[config.mk]
export PLATFORM = sky130hd
export DESIGN_NAME = am2914_vpic
export DESIGN_NICKNAME = d
export VERILOG_FILES = /design/src/rtl/am2914_vpic.sv
export SDC_FILE = /design/constraint.sdc
export NUM_CORES = 1
export LEC_CHECK = 0
export ABC_CLOCK_PERIOD_IN_PS = 2100
export BUFFER_PORTS_ARGS = -buffer_cell sky130_fd_sc_hd__clkbuf_2
export CAP_MARGIN = 10
export CORE_UTILIZATION = 49
export CTS_CLUSTER_SIZE = 28
export DETAILED_ROUTE_END_ITERATION = 12
export PLACE_DENSITY = 0.77
export SETUP_SLACK_MARGIN = 0.3
export SLEW_MARGIN = 20
export SYNTH_ARGS = -nofsm -noshare
export SYNTH_HDL_FRONTEND = slang
export SYNTH_SLANG_ARGS = --single-unit
[constraint.sdc]
create_clock -name clk -period 2.1 [get_ports clk]
set_clock_uncertainty 0.05 [all_clocks]
set_input_delay 0.42 -clock clk [delete_from_list [all_inputs] [get_ports clk]]
set_output_delay 0.42 -clock clk [all_outputs]
set_load 0.1 [all_outputs]
[src/rtl/am2914_vpic.sv]
// Vectored priority interrupt encoder: latches active-low requests, applies mask and
// status threshold, raises ir_ and returns the highest eligible vector on ACK.
module am2914_vpic #(
    parameter int unsigned NREQ = 8,
    parameter int unsigned VW   = 3
) (
    input  logic              clk,
    input  logic              rst_,
    input  logic [NREQ-1:0]   p_,
    input  logic [2:0]        ins,
    input  logic [NREQ-1:0]   m,
    output logic              ir_,
    output logic [VW-1:0]     vec,
    output logic              vld,
    output logic [NREQ-1:0]   msk,
    output logic [VW:0]       stat
);

    typedef enum logic [2:0] {
        OP_NOP  = 3'd0,
        OP_LDM  = 3'd1,
        OP_SETM = 3'd2,
        OP_CLRM = 3'd3,
        OP_LDS  = 3'd4,
        OP_ACK  = 3'd5,
        OP_ENA  = 3'd6,
        OP_DIS  = 3'd7
    } op_e;

    logic [NREQ-1:0] preq_q, preq_d;
    logic [NREQ-1:0] mask_q, mask_d;
    logic [VW:0]     s_q, s_d;
    logic            en_q, en_d;
    logic            ir_n_q, ir_n_d;
    logic [VW-1:0]   vec_q, vec_d;
    logic            vld_q, vld_d;

    logic [NREQ-1:0] pend;
    logic [VW-1:0]   hi_idx;
    logic            any_pend;
    op_e             op;

    assign op = op_e'(ins);

    // Eligibility and highest-index priority encode, all from current registers
    always_comb begin
        pend   = '0;
        hi_idx = '0;
        for (int i = 0; i < int'(NREQ); i++) begin
            pend[i] = preq_q[i] & ~mask_q[i] & ((VW+1)'(i) >= s_q);
            if (pend[i]) hi_idx = VW'(i);
        end
        any_pend = |pend;
    end

    // Next-state for instruction execution and interrupt output
    always_comb begin
        preq_d = ~p_;
        mask_d = mask_q;
        s_d    = s_q;
        en_d   = en_q;
        ir_n_d = ~(en_q & any_pend);
        vec_d  = vec_q;
        vld_d  = 1'b0;
        unique case (op)
            OP_NOP:  ;
            OP_LDM:  mask_d = m;
            OP_SETM: mask_d = mask_q | m;
            OP_CLRM: mask_d = mask_q & ~m;
            OP_LDS: begin
                if (32'(m) > NREQ) s_d = (VW+1)'(NREQ);
                else               s_d = (VW+1)'(m);
            end
            OP_ACK: begin
                if (en_q & any_pend) begin
                    vec_d = hi_idx;
                    vld_d = 1'b1;
                    s_d   = (VW+1)'(hi_idx) + (VW+1)'(1);
                end
            end
            OP_ENA:  en_d = 1'b1;
            OP_DIS:  en_d = 1'b0;
            default: ;
        endcase
    end

    always_ff @(posedge clk or negedge rst_) begin
        if (!rst_) begin
            preq_q <= '0;
            mask_q <= '0;
            s_q    <= '0;
            en_q   <= 1'b0;
            ir_n_q <= 1'b1;
            vec_q  <= '0;
            vld_q  <= 1'b0;
        end else begin
            preq_q <= preq_d;
            mask_q <= mask_d;
            s_q    <= s_d;
            en_q   <= en_d;
            ir_n_q <= ir_n_d;
            vec_q  <= vec_d;
            vld_q  <= vld_d;
        end
    end

    assign ir_  = ir_n_q;
    assign vec  = vec_q;
    assign vld  = vld_q;
    assign msk  = mask_q;
    assign stat = s_q;

endmodule
==> reports/results.ini <==
[status]
status = finished, final reports clean

[layout]
fin_nets = 186
drive_above_1_share_pct = 51.53
final_core_util_pct = 74.60
syn_to_final_growth_pct = 39.47
antennaDiodeCount = 0
fin_cells = 191
fillers = 170

[detailed_routing]
drc = 0
avgViaCountPerCell = 5.764
avgRoutedWirePerCell_um = 16.31
drt_wl_total_um = 3116
drt-initial-drc-count = 11
vias = 1101
firstDrtPassIters = 4
antenna_left = 0

[timing]
drv_slew = 0
slew_headroom_pct = 57.93
tightestPinTransition_ns = 0.6310
setup_slack_ns = 0.02131
fmax_mhz = 481.1
setup_viol = 0
timing.final.crit_share_pct = 98.99
min_period_ns = 2.079
hold_viol = 0
rsz0062_at_grt = true

[clocking]
worstSkewPairLatency_ns = 0.33
path_clk_slew_ns = 0.13
clockBufferDepth = 2
htree_levels = 1
clock_tree.root_cell = clkbuf_4
numCtsBuffers = 3
cts_tree = built
clock-sinks = 26
cts_hold_buf = 0

[synth]
synth_seq_cells = 26
synth.largest_area_cell = dfrtp_1
ys_async_sr_fraction_pct = 100.0
synth_area_um2 = 1217
synthTopCellsByCount = dfrtp_1 (25), inv_1 (12), a22o_1 (10)
synth.distinct_cells = 34
synth_edf_count = 0
synth_fp_nets = 133
yosysWarnings = 0
avgSynthCellArea_um2 = 10.97
yosysSeqAreaShare_pct = 53.55
synth_top_area_share_pct = 51.39
synthTopCellsByArea = dfrtp_1 (51%), a22o_1 (7.2%), mux2_1 (4.6%)
synth_most_common_cell = dfrtp_1
synth_ff_type = dfrtp_1
syn-instance-count = 111

[floorplanning]
die_y_um = 51.85
die_area_um2 = 2688
num_rows = 17
core_um2 = 2276
initial_core_util_pct = 53.49
die_w_um = 51.85
io-pin-count = 38

[critical_path]
required_ns = 2.28
crit_chain = or3b_4, a21oi_4, o21ai_2, a221o_1, mux2_4
end_kind = flip-flop
cp.arrival_ns = 2.26
crit_slowest_cell = dfrtp_4
critPathLaunchType = flip-flop
criticalPathCategory = flip-flop to flip-flop
cpPeakStageDelay_ns = 0.51
path_max_fanout = 4

[power]
power_density_nw_per_um2 = 1125
power_mw = 1.909
irDropWorstVdd_uv = 937.2
power_leakage_nw = 0.8432

[grt]
antenna_found_initial = 0
grt_util_all_layers_pct = 25.50
gr-total-overflow = 0
grt_pass1_wl_um = 4899
grt_pass1_vias = 1051
grt_max_degree = 27

[placement]
dp_cells = 179
gp_congestion = 0.8438
io_buffers = 37
preCtsSetupSlack_ns = -0.02465
dpl.hpwl_um = 2086

[worst_hold_path]
hp-class = primary input to asynchronous set/reset pin

[flow_run]
max-cap-violations = 0

## layout make-up
class	count	area (um^2)	area share, %
Sequential cell	26	684.4	40.31
Tap cell	28	35.03	2.063
Multi-Input combinational cell	73	624.3	36.77
Inverter	12	45.04	2.653
Timing Repair Buffer	48	272.8	16.06
Clock buffer	4	36.28	2.137
## sequential cells by signal, summed over array words and instances (netlist names)
name	cells
msk	8
preq_q	8
stat	4
vec	3
en_q	1
ir_	1
vld	1
## routing by layer
| layer | up-vias | wire (um) | share of wire [%] | track usage [%] |
|---|---|---|---|---|
| li1 | 504 | - | - | - |
| met1 | 539 | 1264 | 41 | 31.32 |
| met2 | 48 | 1613 | 52 | 43.38 |
| met3 | 10 | 170 | 5.5 | 2.632 |
| met4 | 0 | 68 | 2.2 | 13.96 |
| met5 | - | 0 | 0 | 0 |
## where the power goes
part | total, mW | leakage, nW | switching [mW] | internal, mW
clock network | 0.255 | 0.0210 | 0.149 | 0.106
logic | 0.965 | 0.522 | 0.731 | 0.234
registers | 0.689 | 0.300 | 0.0832 | 0.606
## stage by stage
step | TNS, ns | hold WS, ns | cell area, um^2
4_1_cts | 0 | 0.05622 | 1597
3_5_place_dp | -0.02465 | 0.3465 | 1503
5_1_grt | -0.1119 | 0.06994 | 1698
6_report | 0 | 0.02668 | 1698
2_1_floorplan | -0.1007 | 0.07441 | 1260
3_3_place_gp | -0.006762 | 0.3354 | 1503
## placed cells by master (no fill, tap or decap), types with 2 or more instances in the layout
cell | Yosys | routed
mux2_1 | 5 | 2
buf_4 | 0 | 11
buf_2 | 0 | 4
dfrtp_1 | 25 | 13
mux2i_1 | 3 | 3
clkbuf_4 | 0 | 5
a22o_1 | 10 | 10
nor2_1 | 5 | 5
nand3_1 | 3 | 3
mux2_4 | 0 | 3
nor3b_2 | 0 | 2
nand2_1 | 7 | 7
o21ai_0 | 9 | 9
dfrtp_2 | 0 | 5
and3_1 | 2 | 2
inv_1 | 12 | 12
clkbuf_2 | 0 | 31
nand2b_1 | 3 | 2
dfrtp_4 | 0 | 7
## path summary, 6_finish.rpt
| check | cells after the start | endpoint | startpoint | slack [ns] |
|---|---|---|---|---|
| worst min-delay path | 1 | msk[1] | rst_ | 0.03 |
| min in group clk | 2 | preq_q[7] | p_[7] | 0.16 |
| max in group asynchronous | 1 | stat[3] | rst_ | 1.51 |
| worst min register to register | 1 | ir_ | en_q | 0.36 |
| worst max register to register | 5 | stat[2] | msk[0] | 0.02 |
| worst max-delay path | 5 | stat[2] | msk[0] | 0.02 |
## critical path: cells and delay by family (launching register included)
family	cells	cell delay (ns)
AO/OA/AOI/OAI	3	0.68
flip-flops	1	0.51
multiplexers	1	0.33
AND/OR/NAND/NOR	1	0.41
## cells by family after synthesis
kind of cell / share of synthesized area (%)
AND/OR/NAND/NOR: 13.88
flip-flops: 53.55
multiplexers: 7.091
buffers and inverters: 3.700
XOR/XNOR: 0.7196
adder cells (fa/ha/maj): 1.028
AO/OA/AOI/OAI: 20.04
## what timing repair did
item,CTS,global route
setup buffers,3,5
setup endpoints to repair,7,12
gates cloned,0,0
pin swaps,6,5
gates resized for setup,6,20
(Power assumes the default switching activity.)
